--- src/rtl/pipelined_rca_pkg.sv ---
// pipelined_rca_pkg
// Shared configuration for the pipelined ripple-carry adder:
//   DEFAULT_WIDTH / DEFAULT_SEG - default operand width and bits per stage
//   calc_stages()               - number of pipeline stages for a config
//   legal_cfg()                 - 1 when WIDTH splits evenly into SEG-bit stages
package pipelined_rca_pkg;

  localparam int DEFAULT_WIDTH = 8;
  localparam int DEFAULT_SEG   = 4;

  function automatic int calc_stages(input int width, input int seg);
    return width / seg;
  endfunction

  // Short-circuit order matters: the modulo is only evaluated once seg >= 1.
  function automatic bit legal_cfg(input int width, input int seg);
    if (seg < 1) return 1'b0;
    if (width < seg) return 1'b0;
    return (width % seg) == 0;
  endfunction

endpackage

--- src/rtl/pipelined_rca_if.sv ---
// pipelined_rca_if
// Operand / result bus of the pipelined adder.
//   in_valid, in_ready, a, b, cin, sub : operand side
//   out_valid, out_ready, sum, cout, ovf : result side
// Handshake: a side transfers on a rising edge where valid && ready are both 1.
// The producer holds valid and its payload stable until that transfer; ready may
// depend combinationally on the consumer's ready, valid never depends on ready.
// Modports: master = producer of operands and consumer of results (environment),
//           slave  = the adder itself.
interface pipelined_rca_if
  import pipelined_rca_pkg::*;
#(
  parameter int WIDTH = DEFAULT_WIDTH
);

  logic             in_valid;
  logic             in_ready;
  logic [WIDTH-1:0] a;
  logic [WIDTH-1:0] b;
  logic             cin;
  logic             sub;
  logic             out_valid;
  logic             out_ready;
  logic [WIDTH-1:0] sum;
  logic             cout;
  logic             ovf;

  modport master (
    output in_valid, a, b, cin, sub, out_ready,
    input  in_ready, out_valid, sum, cout, ovf
  );

  modport slave (
    input  in_valid, a, b, cin, sub, out_ready,
    output in_ready, out_valid, sum, cout, ovf
  );

endinterface

--- src/rtl/rca_segment.sv ---
// rca_segment
// Purely combinational W-bit ripple-carry adder used as one pipeline stage.
//   a, b  : W-bit addends
//   cin   : carry into bit 0
//   s     : W-bit sum
//   cout  : carry out of bit W-1
//   cmsb  : carry into bit W-1 (used for signed overflow in the top stage)
module rca_segment #(
  parameter int W = 4
) (
  input  logic [W-1:0] a,
  input  logic [W-1:0] b,
  input  logic         cin,
  output logic [W-1:0] s,
  output logic         cout,
  output logic         cmsb
);

  // The carry is a procedural variable rippled bit by bit, so the chain reads
  // as one sequential loop rather than a self-referencing vector.
  always_comb begin : ripple
    logic carry;
    carry = cin;
    s     = '0;
    cmsb  = cin;
    for (int i = 0; i < W; i++) begin
      cmsb  = carry;
      s[i]  = a[i] ^ b[i] ^ carry;
      carry = (a[i] & b[i]) | (carry & (a[i] ^ b[i]));
    end
    cout = carry;
  end

endmodule

--- src/rtl/pipelined_rca.sv ---
// pipelined_rca
// Ripple-carry adder/subtractor split into STAGES = WIDTH/SEG pipeline stages.
// Stage i adds operand bits [i*SEG +: SEG] with the carry registered by stage i-1.
//   clk, rst_n : clock, asynchronous active-low reset
//   bus        : pipelined_rca_if slave modport
//                sub=0: sum = a + b + cin ; sub=1: sum = a + ~b + 1 (a - b)
//                cout = carry out of the MSB, ovf = signed overflow
// Latency is STAGES cycles, throughput one result per cycle. The whole pipeline
// shares one enable: it advances when the output slot is empty or being taken.
module pipelined_rca
  import pipelined_rca_pkg::*;
#(
  parameter int WIDTH = DEFAULT_WIDTH,
  parameter int SEG   = DEFAULT_SEG
) (
  input logic           clk,
  input logic           rst_n,
  pipelined_rca_if.slave bus
);

  localparam int STAGES = calc_stages(WIDTH, SEG);

  if (!legal_cfg(WIDTH, SEG)) begin : g_bad_cfg
    $fatal(1, "pipelined_rca: WIDTH must be a positive multiple of SEG");
  end

  logic en;
  assign en           = !bus.out_valid || bus.out_ready;
  assign bus.in_ready = en;

  // Each stage registers: valid bit, carry out, completed low sum bits
  // ((i+1)*SEG of them) and, unless it is the last stage, the operand bits
  // still waiting to be added. Operands shrink as they move up, so every
  // stored bit is consumed by a later stage.
  for (genvar i = 0; i < STAGES; i++) begin : g_stage
    localparam int REM = WIDTH - i * SEG;  // operand bits entering this stage

    logic [REM-1:0]         a_in;
    logic [REM-1:0]         b_in;
    logic                   c_in;
    logic                   v_in;
    logic [SEG-1:0]         seg_s;
    logic                   seg_cout;
    logic                   seg_cmsb;
    logic [(i+1)*SEG-1:0]   sum_d;
    logic [(i+1)*SEG-1:0]   sum_q;
    logic                   v_q;
    logic                   c_q;

    if (i == 0) begin : g_src
      // Subtraction is a + ~b + 1: invert b and force the initial carry.
      assign a_in  = bus.a;
      assign b_in  = bus.b ^ {WIDTH{bus.sub}};
      assign c_in  = bus.sub | bus.cin;
      assign v_in  = bus.in_valid;
      assign sum_d = seg_s;
    end else begin : g_src
      assign a_in  = g_stage[i-1].g_fwd.a_q;
      assign b_in  = g_stage[i-1].g_fwd.b_q;
      assign c_in  = g_stage[i-1].c_q;
      assign v_in  = g_stage[i-1].v_q;
      assign sum_d = {seg_s, g_stage[i-1].sum_q};
    end

    rca_segment #(.W(SEG)) u_seg (
      .a    (a_in[SEG-1:0]),
      .b    (b_in[SEG-1:0]),
      .cin  (c_in),
      .s    (seg_s),
      .cout (seg_cout),
      .cmsb (seg_cmsb)
    );

    always_ff @(posedge clk or negedge rst_n) begin
      if (!rst_n) begin
        v_q   <= 1'b0;
        c_q   <= 1'b0;
        sum_q <= '0;
      end else if (en) begin
        v_q   <= v_in;
        c_q   <= seg_cout;
        sum_q <= sum_d;
      end
    end

    if (i < STAGES - 1) begin : g_fwd
      logic [REM-SEG-1:0] a_q;
      logic [REM-SEG-1:0] b_q;

      always_ff @(posedge clk or negedge rst_n) begin
        if (!rst_n) begin
          a_q <= '0;
          b_q <= '0;
        end else if (en) begin
          a_q <= a_in[REM-1:SEG];
          b_q <= b_in[REM-1:SEG];
        end
      end
    end

    if (i == STAGES - 1) begin : g_last
      // Signed overflow: carry into the MSB differs from carry out of it.
      logic ovf_q;

      always_ff @(posedge clk or negedge rst_n) begin
        if (!rst_n) begin
          ovf_q <= 1'b0;
        end else if (en) begin
          ovf_q <= seg_cmsb ^ seg_cout;
        end
      end
    end
  end

  assign bus.out_valid = g_stage[STAGES-1].v_q;
  assign bus.sum       = g_stage[STAGES-1].sum_q;
  assign bus.cout      = g_stage[STAGES-1].c_q;
  assign bus.ovf       = g_stage[STAGES-1].g_last.ovf_q;

endmodule

--- src/flat_wrapper.sv ---
// flat-port wrapper written by rule: the top's interface ports become plain ports
module pipelined_rca_flat import pipelined_rca_pkg::*;
#(
  parameter int WIDTH = DEFAULT_WIDTH,
  parameter int SEG   = DEFAULT_SEG
)
  (clk, rst_n, bus_in_valid, bus_a, bus_b, bus_cin, bus_sub, bus_out_ready, bus_in_ready, bus_out_valid, bus_sum, bus_cout, bus_ovf);
  pipelined_rca_if #(.WIDTH(WIDTH)) bus_i ();
  input logic clk;
  input logic rst_n;
  input wire logic [$bits(bus_i.in_valid)-1:0] bus_in_valid;
  input wire logic [$bits(bus_i.a)-1:0] bus_a;
  input wire logic [$bits(bus_i.b)-1:0] bus_b;
  input wire logic [$bits(bus_i.cin)-1:0] bus_cin;
  input wire logic [$bits(bus_i.sub)-1:0] bus_sub;
  input wire logic [$bits(bus_i.out_ready)-1:0] bus_out_ready;
  output wire logic [$bits(bus_i.in_ready)-1:0] bus_in_ready;
  output wire logic [$bits(bus_i.out_valid)-1:0] bus_out_valid;
  output wire logic [$bits(bus_i.sum)-1:0] bus_sum;
  output wire logic [$bits(bus_i.cout)-1:0] bus_cout;
  output wire logic [$bits(bus_i.ovf)-1:0] bus_ovf;
  assign bus_i.in_valid = bus_in_valid;
  assign bus_i.a = bus_a;
  assign bus_i.b = bus_b;
  assign bus_i.cin = bus_cin;
  assign bus_i.sub = bus_sub;
  assign bus_i.out_ready = bus_out_ready;
  assign bus_in_ready = bus_i.in_ready;
  assign bus_out_valid = bus_i.out_valid;
  assign bus_sum = bus_i.sum;
  assign bus_cout = bus_i.cout;
  assign bus_ovf = bus_i.ovf;
  pipelined_rca #(.WIDTH(WIDTH), .SEG(SEG)) u_core (.clk(clk), .rst_n(rst_n), .bus(bus_i));
endmodule
--- config.mk ---
export PLATFORM = sky130hd
export DESIGN_NAME = pipelined_rca_flat
export DESIGN_NICKNAME = d
export VERILOG_FILES = /design/src/rtl/pipelined_rca_pkg.sv /design/src/rtl/pipelined_rca_if.sv /design/src/rtl/rca_segment.sv /design/src/rtl/pipelined_rca.sv /design/src/flat_wrapper.sv
export SDC_FILE = /design/constraint.sdc
export NUM_CORES = 1
export LEC_CHECK = 0
export CAP_MARGIN = 10
export CORE_UTILIZATION = 43
export CTS_CLUSTER_DIAMETER = 30
export DETAILED_ROUTE_END_ITERATION = 6
export PLACE_DENSITY = 0.75
export SYNTH_ARGS = -nofsm -noshare
export SYNTH_HDL_FRONTEND = slang
export SYNTH_SLANG_ARGS = --single-unit
--- constraint.sdc ---
create_clock -name clk -period 2.47 [get_ports clk]
set_clock_uncertainty 0.2 [all_clocks]
set_input_delay 0.247 -clock clk [delete_from_list [all_inputs] [get_ports clk]]
set_output_delay 0.247 -clock clk [all_outputs]
set_load 0.01 [all_outputs]
==> summary.md <==
| Metric | Value |
|---|---|
| Clock transition at path regs | 0.15 ns |
| Nets | 160 |
| Die Width | 56.75 um |
| Tcrit/Tclk final | 96.70% |
| Mapped Avg Cell Area | 14.32 um^2 |
| Worst-skew pair later-pin latency | 0.32 ns |
| WS Path Type | primary input to flop |
| Top cell type's share of synthesized area | 48.54% |
| Final ANT Viol Nets | 0 |
| Number of synthesized flops with an enable pin | 0 |
| Post-route cell area | 0.001719 mm^2 |
| PwrDens | 774.1 mW/mm^2 |
| Crit end category | flop |
| Post-DP Area | 0.001685 mm^2 |
| Max rail drop VDD | 389.5 uV |
| Commonest cells in the synthesized netlist | 25 x dfrtp_1, 12 x inv_1, 11 x mux2_4 |
| Gate Count Post-Synth | 90 |
| Initial antenna violation count | 0 |
| Congestion Overflow GR | 0 |
| Setup Viol. Count Final | 0 |
| Cell Area, Synth | 0.001289 mm^2 |
| Synth Net Count | 120 |
| Worst reg2reg path depth | 9 |
| Total GRT Usage | 15.96% |
| Required @ worst endpoint | 2.49 ns |
| Failing checks | design-rule violations |
| Critical Path Start | bus_cin |
| Clock sinks | 25 |
| Fin util | 61.28% |
| DR pass1 iterations | 5 |
| Worst reg2reg setup slack | 0.09 ns |
| Reg-to-reg endpoint | u_core.bus.ovf$_DFFE_PN0P_ |
| Hold Buf Count CTS | 0 |
| Worst-Margin Slew | 0.3170 ns |
| Drt via density | 4.769 |
| Core area | 0.002805 mm^2 |
| Distinct cells, synth | 15 |
| Path category of the worst min-delay check | primary input to asynchronous set/reset pin |
| GPL Wtd Cong | 0.6876 |
| Clock root buffer | clkbuf_4 |
| Die area | 0.003220 mm^2 |
| CTS buffer count | 3 |
| YS warnings | 0 |
| RSZ-0062 raised after global routing | no |
| First-pass GRT wire length | 3.905 mm |
| Leading area contributor after synthesis | dfrtp_1 |
| Final Hold Viols | 0 |
| DR iter-0 viols | 20 |
| Io pins | 34 |
| Number of synthesized register bits | 25 |
| Highest Clock Rate | 418.7 MHz |
| Starting density of the core | 45.94% |
| Rows | 19 |
| Setup crit start kind | primary input |
| DP HPWL | 1.672 mm |
| H-tree depth | 1 |
| Dominant cells by area after synthesis | dfrtp_1 49%, mux2_4 13%, fa_1 12% |
| Status | finished, violations left |
| Reg-to-reg startpoint | u_core.g_stage[0].g_fwd.b_q[0]$_DFFE_PN0P_ |
| Async set or reset register ratio after synthesis | 100.0% |
| Most frequent cell after synthesis | dfrtp_1 |
| TritonCTS clock tree | yes |
| Synth-to-layout area growth | 33.40% |
| Primary FF master, synth | dfrtp_1 |
| Vias in the first global route | 807 |
| Fin cells | 160 |
| Wirelength per Cell | 14.24 um |
| Diode count | 0 |
| Max_slew headroom | 78.87% |
| WP data arrival | 2.41 ns |
| Final min period | 2.389 ns |
| Slew Viols, Final | 0 |
| Remaining DRCs | 7 |
| Crit path max fanout | 1 |
| Placed Cells | 156 |
| Largest net degree at the start of global routing | 26 |
| Via count | 763 |
| CP endpoint | u_core.g_stage[0].sum_q[3]$_DFFE_PN0P_ |
| Clock buffer depth | 2 |
| Sequential share of the synthesized area | 48.54% |
| Die Y | 56.75 um |
| Max-Cap Viols | 0 |
| Port-buffer cells | 33 |
| Total Routed Length | 2.278 mm |
| Layout cells sized above 1 | 31.78% |
| Leak | 0.0007672 uW |
stage by stage:
step	total power, uW	hold slack (ns)	setup WS [ns]	setup TNS [ns]
2_1_floorplan	898.5	-0.2486	-0.01006	-0.01006
3_3_place_gp	1126	0.2511	-0.5116	-1.037
3_5_place_dp	1141	0.2686	-0.5854	-1.275
4_1_cts	1341	0.08656	0.02676	0
5_1_grt	1412	0.1011	0.006110	0
6_report	1331	0.07971	0.08145	0
timing repair:
item,CTS,global route
pin swaps,2,2
resized for setup,8,3
endpoints found under the setup margin,4,2
setup buffers,0,0
cell type report:
type / count / area, um^2
Fill cell: 254 / 1086
Sequential cell: 25 / 625.6
Multi-Input combinational cell: 49 / 610.6
Timing Repair Buffer: 39 / 369.1
Inverter: 12 / 45.04
Tap cell: 31 / 38.79
Clock buffer: 3 / 22.52
Clock inverter: 1 / 7.507
state kept, by name, summed over array words and instances (netlist names):
| name | flops |
|---|---|
| u_core.g_stage.g_fwd.b_q | 4 |
| u_core.g_stage.g_fwd.a_q | 4 |
| u_core.g_stage.v_q | 1 |
| u_core.g_stage.sum_q | 4 |
| u_core.bus.out_valid | 1 |
| u_core.bus.ovf | 1 |
| u_core.bus.cout | 1 |
| u_core.bus.sum | 8 |
| u_core.g_stage.c_q | 1 |
critical path, cell delays in order:
cell,delay [ns]
clkdlybuf4s50_1,0.47
nor2_1,0.06
fa_2,0.34
inv_2,0.06
fa_2,0.16
inv_1,0.04
fa_2,0.33
inv_2,0.06
fa_1,0.38
mux2_4,0.26
cell usage in the layout (no fill, tap or decap), drive strengths merged:
master / instances
mux2i: 2
nor3b: 5
fa: 8
inv: 12
mux2: 17
buf: 6
xnor2: 5
nor2: 1
dlygate4sd2: 1
xor2: 4
dfrtp: 25
clkinvlp: 1
clkdlybuf4s50: 31
nand2b: 2
clkbuf: 4
a21oi: 5
per-layer routing:
| layer | GRT usage [%] | wire length (um) | vias up |
|---|---|---|---|
| met1 | 22.15 | 1057 | 379 |
| met5 | 0 | 0 | - |
| met2 | 25.68 | 1115 | 19 |
| met4 | 5.226 | 15 | 0 |
| met3 | 2.535 | 90 | 2 |
| li1 | - | - | 363 |
cell families after synthesis:
group | synth area share (%)
adders and majority gates | 12.43
and+or+nand+nor | 4.175
buffers and inverters | 7.184
muxes | 19.61
AOI/OAI and AO/OA | 1.941
xor gates and xnor gates | 6.116
DFF | 48.54
power by group:
group / internal (uW) / switching, uW
clock network: 61.8 / 130
logic: 348 / 196
registers: 526 / 68.8
total: 936 / 395
how the worst min path moves through the flow:
stage,to,depth (start not counted),from,slack [ns]
finish,u_core.bus.sum[5]$_DFFE_PN0P_,2,rst_n,0.08
global route,u_core.bus.sum[5]$_DFFE_PN0P_,2,rst_n,0.10
CTS,u_core.bus.sum[2]$_DFFE_PN0P_,2,rst_n,0.09
detailed placement,u_core.bus.out_valid$_DFFE_PN0P_,1,u_core.g_stage[0].v_q$_DFFE_PN0P_,0.27
global placement,u_core.bus.out_valid$_DFFE_PN0P_,1,u_core.g_stage[0].v_q$_DFFE_PN0P_,0.25
floorplan,u_core.bus.cout$_DFFE_PN0P_,0,rst_n,-0.25
Note: power is estimated with default switching activity, not from simulation.
